## src/rtl/core_bus_avalon_pkg.sv

```systemverilog
// Shared bus types and constants for the core-to-Avalon bridge.
package core_bus_avalon_pkg;
    typedef logic [29:0] ptr;
    typedef logic [31:0] word;

    // Read data returned to the core when the watchdog forces completion.
    localparam word BUS_TIMEOUT_DATA = 32'hDEAD_BEEF;
endpackage

```

## src/rtl/core_bus_avalon.sv

```systemverilog
// Bridges the core's single-outstanding start/ready bus onto an Avalon-MM master,
// with a watchdog that forces completion if the slave never answers.
module core_bus_avalon
    import core_bus_avalon_pkg::*;
#(
    parameter int TIMEOUT = 1024
) (
    input  logic        clk,
    input  logic        rst,
    input  ptr          bus_addr,
    input  logic        bus_start,
    input  logic        bus_write,
    input  word         bus_data_wr,
    output logic        bus_ready,
    output word         bus_data_rd,
    output logic [31:0] avl_address,
    output logic        avl_read,
    output logic        avl_write,
    output logic [31:0] avl_writedata,
    output logic [3:0]  avl_byteenable,
    input  logic        avl_waitrequest,
    input  logic [31:0] avl_readdata,
    input  logic        avl_readdatavalid,
    output logic        timeout
);
    typedef enum logic [1:0] {IDLE, ISSUE, RDWAIT, DONE} state_e;

    localparam int CW = (TIMEOUT > 0) ? $clog2(TIMEOUT + 1) : 1;
    localparam logic [CW-1:0] CNT_LAST = (TIMEOUT > 0) ? CW'(TIMEOUT - 1) : '0;

    state_e          state_q;
    logic            wr_q;
    logic [CW-1:0]   cnt_q;
    logic            ready_q;
    word             rdata_q;
    logic [31:0]     addr_q;
    logic [31:0]     wdata_q;
    logic            rd_en_q;
    logic            wr_en_q;
    logic            to_q;
    logic            expire;

    // Only fires when the normal exit is not taken; the FSM checks the exit first.
    assign expire = (TIMEOUT > 0) && (cnt_q == CNT_LAST);

    always_ff @(posedge clk or posedge rst) begin
        if (rst) begin
            state_q <= IDLE;
            wr_q    <= 1'b0;
            cnt_q   <= '0;
            ready_q <= 1'b0;
            rdata_q <= '0;
            addr_q  <= '0;
            wdata_q <= '0;
            rd_en_q <= 1'b0;
            wr_en_q <= 1'b0;
            to_q    <= 1'b0;
        end else begin
            case (state_q)
                IDLE: begin
                    if (bus_start) begin
                        wr_q    <= bus_write;
                        addr_q  <= {bus_addr, 2'b00};
                        wdata_q <= bus_data_wr;
                        rd_en_q <= !bus_write;
                        wr_en_q <= bus_write;
                        cnt_q   <= '0;
                        state_q <= ISSUE;
                    end
                end
                ISSUE: begin
                    if (!avl_waitrequest) begin
                        rd_en_q <= 1'b0;
                        wr_en_q <= 1'b0;
                        ready_q <= wr_q;
                        cnt_q   <= cnt_q + CW'(1);
                        state_q <= wr_q ? DONE : RDWAIT;
                    end else if (expire) begin
                        rd_en_q <= 1'b0;
                        wr_en_q <= 1'b0;
                        ready_q <= 1'b1;
                        to_q    <= 1'b1;
                        if (!wr_q) rdata_q <= BUS_TIMEOUT_DATA;
                        state_q <= DONE;
                    end else begin
                        cnt_q <= cnt_q + CW'(1);
                    end
                end
                RDWAIT: begin
                    if (avl_readdatavalid) begin
                        rdata_q <= avl_readdata;
                        ready_q <= 1'b1;
                        state_q <= DONE;
                    end else if (expire) begin
                        ready_q <= 1'b1;
                        to_q    <= 1'b1;
                        rdata_q <= BUS_TIMEOUT_DATA;
                        state_q <= DONE;
                    end else begin
                        cnt_q <= cnt_q + CW'(1);
                    end
                end
                DONE: begin
                    ready_q <= 1'b0;
                    state_q <= IDLE;
                end
                default: state_q <= IDLE;
            endcase
        end
    end

    assign bus_ready      = ready_q;
    assign bus_data_rd    = rdata_q;
    assign avl_address    = addr_q;
    assign avl_read       = rd_en_q;
    assign avl_write      = wr_en_q;
    assign avl_writedata  = wdata_q;
    assign avl_byteenable = 4'b1111;
    assign timeout        = to_q;
endmodule
```

## config.mk

```make
export PLATFORM = sky130hd
export DESIGN_NAME = core_bus_avalon
export DESIGN_NICKNAME = d
export VERILOG_FILES = /design/src/rtl/core_bus_avalon_pkg.sv /design/src/rtl/core_bus_avalon.sv
export SDC_FILE = /design/constraint.sdc
export NUM_CORES = 1
export LEC_CHECK = 0
export BUFFER_PORTS_ARGS = -buffer_cell sky130_fd_sc_hd__buf_2
export CORE_MARGIN = 1
export CORE_UTILIZATION = 48
export CTS_BUF_LIST = sky130_fd_sc_hd__clkbuf_4 sky130_fd_sc_hd__clkbuf_8 sky130_fd_sc_hd__clkbuf_16
export DETAILED_ROUTE_END_ITERATION = 6
export PLACE_DENSITY_LB_ADDON = 0.12
export SYNTH_ARGS = -nofsm -noshare
export SYNTH_HDL_FRONTEND = slang
export SYNTH_SLANG_ARGS = --single-unit
```

## constraint.sdc

```tcl
create_clock -name clk -period 4 [get_ports clk]
set_clock_uncertainty 0.2 [all_clocks]
set_input_delay 0.2 -clock clk [delete_from_list [all_inputs] [get_ports clk]]
set_output_delay 0.2 -clock clk [all_outputs]
set_load 0.02 [all_outputs]
```

==> results of run 1 <==
==> routing by layer <==
metal | vias up | global-route usage (%) | wire (um)
met5 | - | 0 | 0
met4 | 0 | 10.0 | 374
met3 | 33 | 8.28 | 764
met2 | 149 | 42.5 | 6670
met1 | 2025 | 31.1 | 5140
li1 | 1899 | - | -
==> cells by family after synthesis <==
logic type	after synthesis	share of synthesized area, %
flip-flops	112	58.4
AO/OA/AOI/OAI	74	13.3
multiplexers	63	14.8
AND/OR/NAND/NOR	63	7.69
buffers and inverters	33	3.62
adder cells (fa/ha/maj)	8	2.08
other	2	0.156
==> metrics by stage <==
step	util, %	area (um^2)
floorplan	-	4820
global placement	60.2	5850
detailed placement	60.2	5850
CTS	72.6	7060
global route	72.6	7060
finish	72.6	7060
==> worst max-delay path: cells and delay by family, from the launching register on <==
family,cells,cell delay (ns)
DFF,1,0.46
and+or+nand+nor,1,0.23
adders and majority gates,1,0.32
AOI/OAI and AO/OA,3,1.43
buffers and inverters,1,0.11
==> synth_stat cells (all sizes together), types with 2 or more instances <==
cell,n,area (um^2)
a211oi,2,15.0
a21oi,6,30.0
a31oi,2,12.5
a32o,10,100
a41oi,2,17.5
and2,2,12.5
and3,2,12.5
and4,2,18.8
buf,13,98.8
clkbuf,14,52.6
conb,2,7.51
dfrtp,112,2800
ha,8,100
inv,6,22.5
mux2,63,709
nand2,9,33.8
nand3,10,50.1
nand3b,5,37.5
nand4,4,25.0
nor2,9,33.8
nor2b,3,18.8
nor3,4,20.0
nor3b,2,15.0
nor4,4,25.0
o211ai,2,15.0
o21a,2,15.0
o21ai,15,75.1
o32a,24,245
or4,2,15.0
==> cell usage in the layout (no fill, tap or decap), drive strengths merged, types with 7 or more instances in the layout <==
| master | instances |
|---|---|
| o21ai | 15 |
| ha | 8 |
| mux2 | 63 |
| dlygate4sd3 | 97 |
| inv | 7 |
| clkbuf | 9 |
| buf | 201 |
| o32a | 24 |
| dfrtp | 112 |
| nand2 | 9 |
| a32o | 10 |
| nand3 | 10 |
| nor2 | 9 |
==> repair_timing <==
action / in CTS / in global routing
resized for setup: 0 / 0
hold buffers: 97 / 0
hold endpoints to repair: 145 / 0
==> cell type report <==
cell class / count / area (um^2) / share of cell area, %
clock inverter: 6 / 116 / 1.65
inverter: 6 / 25.0 / 0.354
multi-input combinational: 214 / 1840 / 26.1
clock buffer: 9 / 124 / 1.75
sequential: 112 / 2800 / 39.7
timing repair buffer: 298 / 1990 / 28.1
tap: 133 / 166 / 2.36
==> sequential cells by signal, summed over array words and instances, names as in the netlist <==
register       cells
state_q            2
avl_writedata     32
avl_read           1
bus_data_rd       32
bus_ready          1
cnt_q             11
avl_address       30
wr_q               1
timeout            1
avl_write          1
==> how the worst max path moves through the flow <==
stage	slack, ns	cells past startpoint	end
5_1_grt	0.90	6	cnt_q[1]
2_1_floorplan	0.64	1	avl_address[10]
3_3_place_gp	1.26	6	cnt_q[1]
3_5_place_dp	1.19	6	bus_data_rd[27]
4_1_cts	1.16	6	bus_data_rd[27]
6_report	1.12	6	cnt_q[1]
==> power by group <==
| part | switching (mW) | leakage, nW | internal (mW) | total (mW) |
|---|---|---|---|---|
| Sequential | 0.282 | 1.32 | 1.63 | 1.91 |
| Clock | 0.386 | 0.113 | 0.417 | 0.803 |
| Combinational | 1.30 | 1.90 | 0.981 | 2.28 |
| Total | 1.97 | 3.33 | 3.03 | 5.00 |
==> results.ini, run 1 <==
[timing]
fin_crit_sh_pct=72.1
finalWorstSetupSlack_ns=1.12
worst_pin_slew_ns=1.13
maxSlewHeadroom_pct=23.8
finalSetupTns_ns=0
timing.hold.ws_ns=0.0309
report.final.setup_viol=0
hold_violations=0
slew_violations=0
rsz0062_at_grt=false
period_minus_slack_ns=2.88
fmax_mhz=347

[global_route]
grt_pass1_wl_um=20200
track_usage_pct=25.6
grt-ovfl-total=0
first_global_vias=4072
antenna_found_initial=0
grt_max_degree=51

[logic_synthesis]
syn_inst=355
async_flop_share_pct=100
ys_warn_count=0
synth_ff_type=dfrtp_1
synth.yosys.seq_area_share_pct=58.4
synth-edff-count=0
synth_seq_cells=112
avgSynthCellArea_um2=13.5
synth.distinct_cells=47
netlist_area_mm2=0.00480

[die]
rows=36
io_pins=204
start_util_pct=49.4
die_h_um=102
core_region_area_mm2=0.00973
die_area_mm2=0.0104
die_w_um=102

[placement]
dp_slack_ns=1.19
post-place-cells=666
hpwl_um=8070
place_congestion=0.854
port_buffers=197

[critical_path]
critical_path_class=reg2reg
timing.rr.start=state_q[1]
crit_fanout=12
crit_required_ns=4.07
slowest_stage=o21ai_0
slowest_delay_ns=0.92
start_kind=flop
cp-end-kind=flop
reg2reg_slack_ns=1.12
r2r_cells=6
path_cells=inv_1, ha_1, o21ai_0, nor4_1, o21a_1, a221o_1
cp.arrival_ns=2.96
critPathLaunch=state_q[1]
r2r-end=cnt_q[1]

[cells_and_area]
insertedDiodeCount=0
area_growth_pct=47.1
final_cells=778
nNetsFinal=749
drive_above_1_share_pct=45.4
fill_cells=682

[drt]
first_pass_iters=7
drtIter0Drc=194
vias=4106
drcViolationCount=0
routedWlPerCell_um=16.6
vias_per_cell=5.28
final_antenna_net_count=0
finalWirelength_um=12900

[min_path]
hp-class=in2reg
holdPathEnd=avl_write
hp-start=avl_waitrequest
hold_path_depth=3

[clock_network]
clk_latency_ns=0.38
cts.htree.levels=3
cts_tree=yes
path_clk_slew_ns=0.10
post-cts-setup-buffers=0
cts_max_path_buffers=2
numCtsBuffers=9
clock-sinks=112
cts-root-buf=clkbuf_8

[run_status]
status=completed

[power_and_ir_drop]
p_leak_nw=3.33
p_total_mw=5.00
powerDensity_mw_per_mm2=707
ir_worst_vdd_mv=0.468

[run]
cap_violations=0

Power figures use the tool's default switching activity.
==> run 2, diff against run 1 <==
- clock period: 4 -> 2.74 ns (I/O delays scaled with it)
==> run 2 against run 1 <==
  * Clock power grew 43%
  * Sequential cell count unchanged
  * Die area unchanged
  * Sequential share of layout area fell by 0.59 points
  * Maximum frequency up 14%
  * Sequential power increased by 46%
  * Power is 47% higher
  * Final cell count grew 1.4%
  * Final area up 1.5%
  * Count of clock-buffer cells in the layout is the same
  * Critical path depth unchanged
  * Largest power group unchanged
==> results.ini, run 2 (same netlist as run 1, synthesis figures left out) <==
[drt]
finalWirelength_um=13100  ; was 12900 um
final_antenna_net_count=0  ; unchanged
vias_per_cell=5.26  ; was 5.28
drtIter0Drc=71  ; was 194
routedWlPerCell_um=16.6  ; about the same
vias=4150  ; was 4106
first_pass_iters=5  ; was 7
drcViolationCount=0  ; unchanged

[placement]
place_congestion=0.820  ; was 0.854
hpwl_um=8080  ; was 8070 um
port_buffers=197  ; unchanged
dp_slack_ns=0.245  ; was 1.19 ns

[timing]
slew_violations=0  ; unchanged
period_minus_slack_ns=2.52  ; was 2.88 ns
fin_crit_sh_pct=92.0  ; was 72.1%
maxSlewHeadroom_pct=56.6  ; was 23.8%
fmax_mhz=397  ; was 347 MHz
rsz0062_at_grt=false  ; unchanged
hold_violations=0  ; unchanged
worst_pin_slew_ns=0.650  ; was 1.13 ns
finalSetupTns_ns=0  ; unchanged
report.final.setup_viol=0  ; unchanged
finalWorstSetupSlack_ns=0.219  ; was 1.12 ns
timing.hold.ws_ns=0.174  ; was 0.0309 ns

[global_route]
grt_max_degree=64  ; was 51
grt-ovfl-total=0  ; unchanged
track_usage_pct=26.4  ; was 25.6%
antenna_found_initial=0  ; unchanged
grt_pass1_wl_um=20700  ; was 20200 um
first_global_vias=4294  ; was 4072

[cells_and_area]
mostFrequentLayoutCells=buf_2 (197), dfrtp_1 (112), dlygate4sd3_1 (100)  ; was buf_2 (197), dfrtp_1 (112), dlygate4sd3_1 (97)
area_growth_pct=49.3  ; was 47.1%
fill_cells=678  ; was 682
insertedDiodeCount=0  ; unchanged
layout_commonest_cell=buf_2  ; unchanged
drive_above_1_share_pct=46.0  ; was 45.4%
nNetsFinal=759  ; was 749

[die]
core_region_area_mm2=0.00973  ; unchanged
die_area_mm2=0.0104  ; unchanged
die_w_um=102  ; unchanged
io_pins=204  ; unchanged
rows=36  ; unchanged
start_util_pct=49.4  ; unchanged
die_h_um=102  ; unchanged

[power_and_ir_drop]
powerDensity_mw_per_mm2=1030  ; was 707 mW/mm^2
p_leak_nw=3.39  ; was 3.33 nW
ir_worst_vdd_mv=0.940  ; was 0.468 mV

[run_status]
status=completed  ; unchanged

[clock_network]
cts_tree=yes  ; unchanged
path_clk_slew_ns=0.12  ; was 0.10 ns
post-cts-setup-buffers=0  ; unchanged
clock-sinks=112  ; unchanged
clk_latency_ns=0.40  ; was 0.38 ns
cts-root-buf=clkbuf_8  ; unchanged
numCtsBuffers=9  ; unchanged
cts_max_path_buffers=2  ; unchanged
cts.htree.levels=3  ; unchanged

[critical_path]
crit_fanout=9  ; was 12
critical_path_class=reg2reg  ; unchanged
slowest_stage=dlygate4sd3_1  ; was o21ai_0
cp-end-kind=flop  ; unchanged
path_cells=ha_1, and4_2, nand4b_4, a31oi_1, o21ai_0, dlygate4sd3_1  ; was inv_1, ha_1, o21ai_0, nor4_1, o21a_1, a221o_1
slowest_delay_ns=0.57  ; was 0.92 ns
cp.arrival_ns=2.61  ; was 2.96 ns
start_kind=flop  ; unchanged
crit_required_ns=2.83  ; was 4.07 ns

[run]
cap_violations=0  ; unchanged

[min_path]
hp-class=in2async  ; was in2reg

## run 2: changes by cell type in the layout (fill, tap and decap cells not counted)
cell,delta
and4_1,-1
and4_2,+1
buf_12,+2
buf_4,+5
bufinv_16,-1
clkinv_4,+1
clkinv_8,+1
dlygate4sd3_1,+3
inv_4,-1
inv_6,+1
## run 2: cell type report
cell class	count	area (um^2)	share of cell area [%]
clock buffers	9	124	1.73
clock inverters	7	113	1.57
inverters	6	26.3	0.366
multi-input cells	214	1840	25.7
flip-flops and latches	112	2800	39.1
well taps	133	166	2.32
repair buffers	308	2090	29.2
## run 2: critical path, delay by kind of cell, from the launching register on
kind / cells / cell delay (ns)
compound gates: 2 / 0.37
fa+ha+maj: 1 / 0.24
buf+inv: 1 / 0.57
flops: 1 / 0.44
simple gates: 2 / 0.59
## run 2: timing repair
action,4_1_cts,5_1_grt
resized for setup,0,1
endpoints found under the hold margin,125,0
setup endpoints to repair,0,1
hold buffers,100,0
## run 2: per-layer routing
metal / GRT usage, % / up-vias / wire, um
li1: - / 1915 / -
met1: 28.9 / 2067 / 4910
met2: 46.7 / 139 / 7000
met3: 9.51 / 29 / 866
met4: 10.5 / 0 / 324
met5: 0 / - / 0
## run 2: path summary, 6_finish.rpt
kind / start / endpoint / slack [ns] / cells past startpoint
worst max-delay path: cnt_q[0] / avl_write / 0.22 / 6
worst min-delay path: rst / avl_writedata[20] / 0.17 / 3
worst max register to register: cnt_q[0] / avl_write / 0.22 / 6
worst min register to register: bus_ready / bus_ready / 0.30 / 1
max in group asynchronous: rst / avl_writedata[8] / 1.46 / 4
min in group clk: bus_addr[16] / avl_address[18] / 0.29 / 3
## run 2: power by group
part	switching (mW)	internal, mW	leakage (nW)
sequential	0.415	2.38	1.32
clock	0.615	0.533	0.115
combinational	1.93	1.49	1.95
total	2.96	4.40	3.39
## run 2: metrics by stage
step                      util (%)  power (mW)  area (um^2)  std cells
after CTS                     73.7        7.34         7170        789
after floorplan                  -        4.91         4820        359
after detailed placement      61.0        6.07         5930        673
final                         73.7        7.35         7170        789
after global routing          73.7        7.76         7170        789
after global placement        61.0        5.97         5930        673
==> run 3, diff against run 2 <==
- PLACE_DENSITY: not set -> 0.85
- PLACE_DENSITY_LB_ADDON: 0.12 -> not set
==> run 3 against run 2 <==
  * Sequential cell count unchanged
  * Register-to-register slack got worse by 0.06 ns
  * Setup slack got worse by 0.057 ns
  * Final area decreased by 0.28%
  * Sequential power increased by 4%
==> results.ini, run 3 (same netlist as run 1, synthesis figures left out) <==
[placement]
port_buffers=197  ; unchanged
post-place-cells=671  ; was 673
place_congestion=0.914  ; was 0.820
hpwl_um=8380  ; was 8080 um

[critical_path]
slowest_stage=o41a_4  ; was dlygate4sd3_1
cp-end-kind=flop  ; unchanged
slowest_delay_ns=0.61  ; was 0.57 ns
crit_required_ns=2.80  ; was 2.83 ns
start_kind=flop  ; unchanged
crit_buf_inv=0  ; was 1
crit_fanout=24  ; was 9
path_cells=ha_1, and4_1, nand4b_4, o41a_4, o32a_1  ; was ha_1, and4_2, nand4b_4, a31oi_1, o21ai_0, dlygate4sd3_1
cp.arrival_ns=2.63  ; was 2.61 ns
crit_family=compound AO/OA/AOI/OAI gates  ; was simple AND/OR/NAND/NOR gates
critical_path_class=reg2reg  ; unchanged

[clock_network]
path_clk_slew_ns=0.11  ; was 0.12 ns
clock-sinks=112  ; unchanged
cts.htree.levels=3  ; unchanged
cts_tree=yes  ; unchanged
clk_latency_ns=0.38  ; was 0.40 ns
numCtsBuffers=9  ; unchanged
cts-root-buf=clkbuf_8  ; unchanged
cts_max_path_buffers=2  ; unchanged

[die]
start_util_pct=49.4  ; unchanged
die_h_um=102  ; unchanged
rows=36  ; unchanged
die_area_mm2=0.0104  ; unchanged
die_w_um=102  ; unchanged
core_region_area_mm2=0.00973  ; unchanged
io_pins=204  ; unchanged

[drt]
vias=4540  ; was 4150
final_antenna_net_count=0  ; unchanged
drtIter0Drc=554  ; was 71
vias_per_cell=5.78  ; was 5.26
drcViolationCount=0  ; unchanged
first_pass_iters=6  ; was 5
routedWlPerCell_um=20.9  ; was 16.6 um
finalWirelength_um=16400  ; was 13100 um

[timing]
finalSetupTns_ns=0  ; unchanged
period_minus_slack_ns=2.58  ; was 2.52 ns
worst_pin_slew_ns=0.581  ; was 0.650 ns
rsz0062_at_grt=false  ; unchanged
slew_violations=0  ; unchanged
hold_violations=0  ; unchanged
report.final.setup_viol=0  ; unchanged
fin_crit_sh_pct=94.1  ; was 92.0%
fmax_mhz=388  ; was 397 MHz
maxSlewHeadroom_pct=61.2  ; was 56.6%

[global_route]
grt-ovfl-total=0  ; unchanged
track_usage_pct=32.4  ; was 26.4%
grt_pass1_wl_um=25300  ; was 20700 um
top_usage_layer=met2  ; unchanged
grt_max_degree=75  ; was 64
first_global_vias=4767  ; was 4294
grt_use_met3_pct=7.87  ; was 9.51%
antenna_found_initial=1  ; was 0
met1_usage_pct=38.5  ; was 28.9%
use_met2_pct=55.8  ; was 46.7%

[min_path]
hp-class=in2reg  ; was in2async

[power_and_ir_drop]
powerDensity_mw_per_mm2=1080  ; was 1030 mW/mm^2
ir_worst_vdd_mv=0.897  ; was 0.940 mV
p_leak_nw=3.37  ; was 3.39 nW

[cells_and_area]
mostFrequentLayoutCells=buf_2 (197), dfrtp_1 (112), dlygate4sd3_1 (98)  ; was buf_2 (197), dfrtp_1 (112), dlygate4sd3_1 (100)
layout_commonest_cell=buf_2  ; unchanged
fill_cells=573  ; was 678
final_cells=786  ; was 789
nNetsFinal=755  ; was 759
drive_above_1_share_pct=46.0  ; about the same
area_growth_pct=48.9  ; was 49.3%
fin_util_pct=73.5  ; was 73.7%

[run]
cap_violations=0  ; unchanged

[run_status]
status=completed  ; unchanged

run 3: cell types whose count changed in the layout (fill, tap and decap cells not counted), sizes merged:
| cell | previous run | this run |
|---|---|---|
| buf | 208 | 206 |
| clkinv | 2 | 0 |
| dlygate4sd3 | 100 | 98 |
| bufinv | 2 | 3 |
| clkbuf | 9 | 10 |
| clkinvlp | 2 | 3 |
| diode | 0 | 1 |
| inv | 7 | 6 |
run 3: metal layers:
layer	vias to the layer above	part of all wire [%]
met5	-	0
li1	1911	-
met2	327	51
met3	75	8.0
met1	2227	37
met4	0	3.8
run 3: timing repair:
action | CTS | global route
setup buffers | 0 | 0
hold buffers | 98 | 0
endpoints found under the hold margin | 131 | 0
gates resized for setup | 0 | 1
endpoints found under the setup margin | 0 | 8
run 3: layout make-up:
type / instances / area [um^2] / share of cell area, %
timing repair buffer: 304 / 2060 / 28.8
antenna: 1 / 2.50 / 0.0350
sequential: 112 / 2800 / 39.2
tap: 133 / 166 / 2.33
inverter: 6 / 26.3 / 0.367
multi-input combinational: 214 / 1850 / 25.8
clock inverter: 6 / 116 / 1.63
clock buffer: 10 / 131 / 1.84
run 3: metrics by stage:
step                      hold WS, ns  power, mW  instance area [um^2]  setup WS, ns
final                          0.0718       7.70                  7150         0.162
after global routing           0.0988       8.01                  7150        0.0560
after CTS                      0.0212       7.37                  7150         0.192
after detailed placement      -0.0144       6.06                  5920         0.214
after global placement        -0.0260       5.93                  5920         0.356
after floorplan                0.0701       4.91                  4820         0.548
run 3: tightest hold or removal path, stage by stage:
cell	delay, ns
buf_2	0.13
nand2_1	0.14
o21ai_0	0.13
o31ai_1	0.08
run 3: worst paths after layout:
| path | startpoint | endpoint | slack, ns | depth (start not counted) |
|---|---|---|---|---|
| worst min-delay path | avl_readdatavalid | timeout | 0.07 | 4 |
| min in group asynchronous | rst | bus_data_rd[19] | 0.14 | 3 |
| worst max register to register | cnt_q[1] | bus_data_rd[12] | 0.16 | 5 |
| max in group asynchronous | rst | cnt_q[0] | 1.49 | 4 |
| worst max-delay path | cnt_q[1] | bus_data_rd[12] | 0.16 | 5 |
| worst min register to register | timeout | timeout | 0.31 | 2 |
run 3: power by group:
| group | internal, mW | total, mW | leakage (nW) | switching, mW |
|---|---|---|---|---|
| sequential | 2.38 | 2.89 | 1.32 | 0.512 |
| combinational | 1.48 | 3.59 | 1.93 | 2.11 |
| clock | 0.624 | 1.21 | 0.118 | 0.589 |
| total | 4.49 | 7.70 | 3.37 | 3.21 |
